File: src/rtl/boot_pkg.sv
// Shared state encoding and frame constants for the streaming boot loader.
package boot_pkg;

  localparam logic [7:0] BOOT_MAGIC = 8'hA5;
  localparam logic [7:0] TGT_ROM    = 8'h00;
  localparam logic [7:0] TGT_RAM    = 8'h01;
  localparam int         CHK_W      = 8;

  typedef enum logic [2:0] {
    ST_IDLE,
    ST_TARGET,
    ST_CNT_LO,
    ST_CNT_HI,
    ST_DATA,
    ST_CHECK,
    ST_DONE,
    ST_ERROR
  } boot_state_t;

endpackage

File: src/rtl/boot_word_packer.sv
// Collects four payload bytes, little-endian, into one 32-bit word.
module boot_word_packer (
  input  logic        clk,
  input  logic        rst_i,
  input  logic        clr_i,
  input  logic        byte_valid_i,
  input  logic [7:0]  byte_i,
  output logic        word_valid_o,
  output logic [31:0] word_o
);

  logic [23:0] shreg_q;
  logic [1:0]  lane_q;

  // NOTE: sequential state uses non-blocking (<=) so every register samples pre-edge values.
  always_ff @(posedge clk) begin
    if (rst_i || clr_i) begin
      shreg_q <= '0;
      lane_q  <= '0;
    end else if (byte_valid_i) begin
      shreg_q <= {byte_i, shreg_q[23:8]};
      lane_q  <= lane_q + 2'd1;
    end
  end

  // The lane-3 byte bypasses the shift register so the word is ready on its own acceptance edge.
  assign word_valid_o = byte_valid_i && (lane_q == 2'd3);
  assign word_o       = {byte_i, shreg_q};

endmodule

File: src/rtl/boot_loader_stream.sv
// Frame parser that writes a checksummed image into ROM/RAM and then releases the core.
module boot_loader_stream
  import boot_pkg::*;
#(
  parameter int         ADDR_W = 10,
  parameter logic [7:0] MAGIC  = BOOT_MAGIC
) (
  input  logic              clk,
  input  logic              Rst,
  input  logic [7:0]        s_data,
  input  logic              s_valid,
  output logic              s_ready,
  output logic              mem_we,
  output logic              mem_sel,
  output logic [ADDR_W-1:0] mem_addr,
  output logic [31:0]       mem_wdata,
  output logic              core_rstn,
  output logic              done,
  output logic              err
);

  localparam int MAX_WORDS = 1 << ADDR_W;

  boot_state_t       state_q, state_d;
  logic              s_ready_q, s_ready_d;
  logic              done_q, done_d;
  logic              err_q, err_d;
  logic              core_rstn_q, core_rstn_d;
  logic              mem_we_q, mem_sel_q;
  logic [ADDR_W-1:0] mem_addr_q, widx_q, last_idx_q;
  logic [31:0]       mem_wdata_q;
  logic [7:0]        cnt_lo_q;
  logic [CHK_W-1:0]  chk_q;
  logic [15:0]       count_w;
  logic              accept, word_valid;
  logic [31:0]       word;

  assign accept  = s_valid && s_ready_q;
  assign count_w = {s_data, cnt_lo_q};

  boot_word_packer u_packer (
    .clk          (clk),
    .rst_i        (Rst),
    .clr_i        (state_q == ST_CNT_HI),
    .byte_valid_i (accept && (state_q == ST_DATA)),
    .byte_i       (s_data),
    .word_valid_o (word_valid),
    .word_o       (word)
  );

  always_ff @(posedge clk) begin
    if (Rst) begin
      state_q     <= ST_IDLE;
      s_ready_q   <= 1'b0;
      done_q      <= 1'b0;
      err_q       <= 1'b0;
      core_rstn_q <= 1'b0;
    end else begin
      state_q     <= state_d;
      s_ready_q   <= s_ready_d;
      done_q      <= done_d;
      err_q       <= err_d;
      core_rstn_q <= core_rstn_d;
    end
  end

  // NOTE: state_d defaults to state_q before the case so no path leaves it unassigned (no latch).
  always_comb begin
    state_d = state_q;
    unique case (state_q)
      ST_IDLE:   if (accept && s_data == MAGIC) state_d = ST_TARGET;
      ST_TARGET: if (accept) state_d = (s_data == TGT_ROM || s_data == TGT_RAM) ? ST_CNT_LO : ST_ERROR;
      ST_CNT_LO: if (accept) state_d = ST_CNT_HI;
      ST_CNT_HI: if (accept) begin
        if (int'(count_w) > MAX_WORDS) state_d = ST_ERROR;
        else if (count_w == 16'd0)     state_d = ST_CHECK;
        else                           state_d = ST_DATA;
      end
      ST_DATA:   if (word_valid && widx_q == last_idx_q) state_d = ST_CHECK;
      ST_CHECK:  if (accept) state_d = (s_data == chk_q) ? ST_DONE : ST_ERROR;
      default:   state_d = state_q;
    endcase
  end

  // Outputs are registered from the next state so they change on the entry edge itself.
  always_comb begin
    s_ready_d   = !(state_d inside {ST_DONE, ST_ERROR});
    done_d      = (state_d == ST_DONE);
    err_d       = (state_d == ST_ERROR);
    core_rstn_d = (state_d == ST_DONE);
  end

  always_ff @(posedge clk) begin
    if (Rst) begin
      mem_we_q    <= 1'b0;
      mem_sel_q   <= 1'b0;
      mem_addr_q  <= '0;
      mem_wdata_q <= '0;
      widx_q      <= '0;
      last_idx_q  <= '0;
      cnt_lo_q    <= '0;
      chk_q       <= '0;
    end else begin
      mem_we_q <= word_valid;
      if (word_valid) begin
        mem_addr_q  <= widx_q;
        mem_wdata_q <= word;
        widx_q      <= widx_q + ADDR_W'(1);
      end
      if (accept) begin
        unique case (state_q)
          ST_TARGET: if (s_data == TGT_ROM || s_data == TGT_RAM) mem_sel_q <= s_data[0];
          ST_CNT_LO: cnt_lo_q <= s_data;
          ST_CNT_HI: begin
            last_idx_q <= ADDR_W'(count_w - 16'd1);
            widx_q     <= '0;
            chk_q      <= '0;
          end
          ST_DATA:   chk_q <= chk_q + s_data;
          default:   ;
        endcase
      end
    end
  end

  assign s_ready   = s_ready_q;
  assign mem_we    = mem_we_q;
  assign mem_sel   = mem_sel_q;
  assign mem_addr  = mem_addr_q;
  assign mem_wdata = mem_wdata_q;
  assign core_rstn = core_rstn_q;
  assign done      = done_q;
  assign err       = err_q;

endmodule

File: config.mk
export PLATFORM = sky130hd
export DESIGN_NAME = boot_loader_stream
export DESIGN_NICKNAME = d
export VERILOG_FILES = /design/src/rtl/boot_pkg.sv /design/src/rtl/boot_word_packer.sv /design/src/rtl/boot_loader_stream.sv
export SDC_FILE = /design/constraint.sdc
export NUM_CORES = 1
export LEC_CHECK = 0
export BUFFER_PORTS_ARGS = -buffer_cell sky130_fd_sc_hd__clkbuf_2
export CAP_MARGIN = 20
export CORE_MARGIN = 2
export CORE_UTILIZATION = 50
export DETAILED_ROUTE_END_ITERATION = 7
export PLACE_DENSITY = 0.7
export SLEW_MARGIN = 20
export SYNTH_ARGS = -nofsm -noshare
export SYNTH_HDL_FRONTEND = slang
export SYNTH_HIERARCHICAL = 1
export SYNTH_SLANG_ARGS = --single-unit
export TNS_END_PERCENT = 30
File: constraint.sdc
create_clock -name clk -period 3.3 [get_ports clk]
set_input_delay 0.495 -clock clk [delete_from_list [all_inputs] [get_ports clk]]
set_output_delay 0.495 -clock clk [all_outputs]
set_load 0.02 [all_outputs]
# After elaboration in Yosys (flattened, before gate mapping)
# Index checks and enable logic that the tools add are counted.
# totals
inputBits	11
word_cells	63
output_inout_bits	48
register_bits	112
# op_classes
n_reduce_logical	17
n_eq_ne	12
n_mux	15
addsub	4
n_lt_le_gt_ge	1
# op_table
op	n
2-to-1 mux 10 bit	3
2-to-1 mux 3 bit	7
case mux 3 bit (6 select lines)	1
> comparator 16 x 11 -> 1 bit, second input constant	1
zero test 16 bit	1
case mux 8 bit (2 select lines)	1
equality test 3 bit, second input constant	4
adder 10 x 1 -> 10 bit, second input constant	1
equality test 10 bit	1
subtractor 10 x 1 -> 10 bit, second input constant	1
adder 8 bit	1
equality test 8 x 1 -> 1 bit, second input constant	1
equality test 8 bit	1
equality test 8 bit, second input constant	1
zero test 8 bit	1
equality test 3 x 2 -> 1 bit, second input constant	2
AND reduction 2 bit	3
logical AND 1 bit	5
nonzero test 2 bit	2
equality test 3 x 1 -> 1 bit, second input constant	1
zero test 3 bit	1
AND reduction 3 bit	1
adder 2 x 1 -> 2 bit, second input constant	1
equality test 2 bit, second input constant	1
other kinds (4)	6

# Longest topological paths before layout
# logic_depth
depth_word	9
ltp_mapped	12
ltp_nobuf	8

# Hierarchy
# The synthesis kept the hierarchy.
# modules_own_cells
module	area_per_inst_um2	seq_area_each_um2	cells_per_inst	instances
boot_loader_stream	3783.6	1721.7	404	1
boot_word_packer	1039.7	520.5	95	1

# Worst setup path after synthesis
# OpenSTA, ideal clock, no wires.
# synth_path
path_type	register to register
from	register state_q[0]
to	register mem_wdata_q[23] (netlist: mem_wdata[23])
path_slack_ns	0.712
path_buffers	6
t_arrival_ns	2.460
path_stages_with_launch	13
required_time_ns	3.172
setup_time_ns	0.128
synth_period_minus_slack_ns	2.588
cell_sequence	dfxtp_1 clkbuf_2 nor3b_1 nand2_1 inv_2 buf_6 buf_6 and2_1 clkbuf_1 clkbuf_1 buf_2 mux2i_1 nor2_1
# synth_between
elab_chain_cells	3
# synth_rtl
item	line_no	source
start: declaration	boot_loader_stream.sv:24	boot_state_t state_q, state_d;
start signal: assignment	boot_loader_stream.sv:59	state_q <= state_d;
equality test 3 bit	boot_loader_stream.sv:45	.byte_valid_i (accept && (state_q == ST_DATA)),
logical AND 1 bit	boot_loader_stream.sv:45	
logical AND 1 bit	boot_word_packer.sv:27	assign word_valid_o = byte_valid_i && (lane_q == 2'd3);
via word_valid	boot_loader_stream.sv:35	logic accept, word_valid;
end signal: assignment	boot_loader_stream.sv:107	mem_wdata_q <= word;
end: declaration	boot_loader_stream.sv:31	logic [31:0] mem_wdata_q;
# The timed path passes the listed nets, and every way through them passes these cells.
# A chain may end at the register's enable or synchronous reset.

# Worst setup path in the final report
# layout_path
from	register state_q[1]
to	register core_rstn_q (netlist: core_rstn)
# layout_between
elab_chain_cells	7
word_cells_on_any_way	17
classes_between	eq/ne: 6; mux: 7; reduce/logical: 4
# layout_rtl
item	line_no	source
equality test 3 bit	boot_loader_stream.sv:45	
logical AND 1 bit	boot_loader_stream.sv:45	
logical AND 1 bit	boot_word_packer.sv:27	
via word_valid	boot_loader_stream.sv:35	
logical AND 1 bit	boot_loader_stream.sv:79	ST_DATA: if (word_valid && widx_q == last_idx_q) state_d = ST_CHECK;
2-to-1 mux 3 bit	boot_loader_stream.sv:79	
case mux 3 bit (6 select lines)	boot_loader_stream.sv:70	unique case (state_q)
equality test 3 bit	boot_loader_stream.sv:90	core_rstn_d = (state_d == ST_DONE);
end signal: assignment	boot_loader_stream.sv:63	core_rstn_q <= core_rstn_d;
end: declaration	boot_loader_stream.sv:28	logic core_rstn_q, core_rstn_d;
# The timed path passes the listed nets, and every way through them passes these cells.

==> flow_summary.yaml <==
outcome:
  status: "finished, final reports clean"
global_route:
  grtUsageMet3_pct: 2.87
  overflow: 0
  top_usage_layer: "met2"
  globalRouteMet2Util_pct: 30.0
  grt_usage_pct: 19.8
  grt_pass1_vias: 3250
  antenna_found_initial: 0
  grt_pass1_wl_um: 16200
  gr-usage-met1_pct: 28.6
  grt_start_max_net_pins: 50
sta:
  hold_violations: 0
  max_freq_ghz: 0.417
  skew_ns: 0.0127
  worst_pin_slew_ns: 0.969
  worst_slack_ns: 0.901
  maxSlewHeadroom_pct: 35.4
  finalSetupViolCount: 0
  min_period_over_period_pct: 72.7
  timing.hold.ws_ns: 0.497
  drv_slew: 0
  fin_tns_setup_ns: 0
  rsz0062_at_grt: "false"
  period_needed_ns: 2.40
clock_network:
  htree_levels: 3
  post_cts_buffers: 0
  cts.sinks: 112
  max-clock-path-buffers: 2
  post_cts_resized: 0
  cts_buffers: 9
  hold_buffers: 0
  worstSkewPairLatency_ns: 0.37
  clk_pin_slew_worst_paths_ns: 0.10
  cts_tree: "done"
  root_buffer: "clkbuf_8"
pwr:
  clockPowerShare_pct: 35.5
  p_leak_nw: 2.02
  pwr_density_cell_nw_per_um2: 418
  irDropWorstVdd_v: 0.000226
  pwr-share-seq_pct: 61.2
  p_int_mw: 1.68
  power_switching_mw: 0.532
  p_comb_share_pct: 3.3
  finalPower_mw: 2.21
  p_sw_share_pct: 24.1
worst_setup_path:
  slowest_stage: "nor4_1"
  r2r-end: "core_rstn"
  rr_worst_depth: 8
  crit_arrival_ns: 2.66
  timing_worst_setup_path_type: "reg -> reg"
  required_ns: 3.56
  start_kind: "flop"
  rrSetupSlack_ns: 0.90
  crit_path_cell_trace: "nor3b_1, nand2_1, inv_2, and2_2, nand4_1, nor4_1, nor4_4, and3b_1"
  r2r_start: "state_q[1]"
  end_kind: "flop"
  cp_slowest_stage_delay_ns: 0.54
  cp_max_fo: 16
routing:
  wl_per_cell_um: 14.8
  ant_nets: 0
  dr.pass1.iters: 4
  drtIter0Drc: 124
  drc: 0
  vias_per_cell: 5.28
  vias: 3551
  totalWireLength_um: 9940
final_layout:
  fin_area_um2: 5290
  drive_gt1_share_pct: 16.9
  layout_commonest_cell: "dfxtp_1"
  antenna_cells: 0
  utilization_pct: 56.9
  fin_cells: 673
  nets: 562
  final_cell_mix: "112 x dfxtp_1, 111 x nor2_1, 69 x mux2i_1"
  area_growth_pct: 9.60
min_path:
  hold_path_class: "in -> reg"
  min_path_cells: 3
  hold_path.startpoint: "s_data[5]"
  holdPathEnd: "cnt_lo_q[5]"
synth:
  synthArstFlopShare_pct: 0
  synth_flop_cell: "dfxtp_1"
  ys_seq_elements: 112
  syn_nets: 522
  synth.cell_area_um2: 4820
  yosysSeqAreaShare_pct: 46.5
  yosysWarnings: 6
  synth.distinct_cells: 59
  synth-edff-count: 0
  synth_cells: 499
  syn_area_per_cell_um2: 9.67
placed_design:
  dp_hpwl_um: 6960
  place_area_um2: 5100
  post-place-ws_ns: 0.838
  place_inst: 657
  place_congestion: 0.842
  port-buffer-count: 58
floorplan:
  chipWidth_um: 102
  dieArea_um2: 10400
  num_rows: 35
  core_region_area_um2: 9280
  io_pins: 59
  initial_utilization_pct: 52.0
  die_y_um: 102
job:
  max_cap_viol_count: 0
logic make-up after synthesis:
| kind of cell | synth area share, % |
|---|---|
| AOI/OAI and AO/OA | 6.28 |
| buffers and inverters | 4.90 |
| adders and majority gates | 3.27 |
| DFF | 46.5 |
| muxes | 14.3 |
| and+or+nand+nor | 19.1 |
| xor gates and xnor gates | 5.63 |
cell type report:
type                    instances  area [um^2]
inverters                       5         18.8
repair buffers                 63          328
fillers                       848         4000
flip-flops and latches        112         2240
multi-input cells             348         2350
clock buffers                  10          138
clock inverters                 6         52.6
well taps                     129          161
registers in the layout, indices dropped and copies added, names as in the netlist:
| name | flops |
|---|---|
| err | 1 |
| mem_wdata | 32 |
| last_idx_q | 10 |
| mem_we | 1 |
| mem_addr | 10 |
| u_packer/lane_q | 2 |
| state_q | 3 |
| u_packer/shreg_q | 24 |
| mem_sel | 1 |
| cnt_lo_q | 8 |
| core_rstn | 1 |
| widx_q | 10 |
| s_ready | 1 |
| chk_q | 8 |
metal layers:
layer  vias up  part of all wire [%]  routed length, um
li1       1798                     -                  -
met1      1649                    49               4830
met2        89                    45               4430
met3        15                   4.7                472
met4         0                   2.1                206
met5         -                     0                  0
synth_stat cells (all sizes together), types with 2 or more instances:
cell type	n	area share (%)
and2	2	0.26
nor4	5	1.1
and3	4	0.52
xnor2	16	2.9
a311oi	2	0.36
a21oi	15	1.6
nor3	5	0.73
mux2i	69	14
o31ai	2	0.31
buf	18	3.2
o21bai	2	0.31
nand3	14	1.5
nand4	7	0.91
nand2b	2	0.26
or3	2	0.26
ha	11	2.9
xor2	15	2.7
nand2	22	1.7
a22oi	5	0.78
clkbuf	16	1.3
a31oi	2	0.26
o21ai	3	0.31
nor2	112	8.8
nand3b	3	0.73
inv	5	0.39
dfxtp	112	46
a211oi	7	1.1
and4b	2	0.44
nor4b	2	0.49
or2	2	0.26
worst max-delay path, delay by kind of cell, from the launching register on:
kind | cells | cell delay [ns]
buffers and inverters | 1 | 0.07
flip-flops | 1 | 0.47
AND/OR/NAND/NOR | 7 | 1.76
power groups by stage:
stage	logic [mW]	clock network, mW	registers (mW)
6_report	0.0729	0.785	1.35
5_1_grt	0.0802	0.851	1.35
4_1_cts	0.0729	0.807	1.35
3_5_place_dp	0.0726	0	1.38
3_3_place_gp	0.0712	0	1.38
2_1_floorplan	0.0525	0	1.38
worst max path at each step:
stage / startpoint / to / slack (ns) / cells past startpoint
6_report: state_q[1] / core_rstn / 0.90 / 8
5_1_grt: state_q[1] / err / 0.55 / 8
4_1_cts: state_q[1] / core_rstn / 0.93 / 8
3_5_place_dp: s_data[1] / chk_q[7] / 0.84 / 7
3_3_place_gp: s_data[1] / chk_q[7] / 0.84 / 7
2_1_floorplan: state_q[0] / mem_wdata[23] / 0.71 / 12
Note: power is estimated with default switching activity, not from simulation.
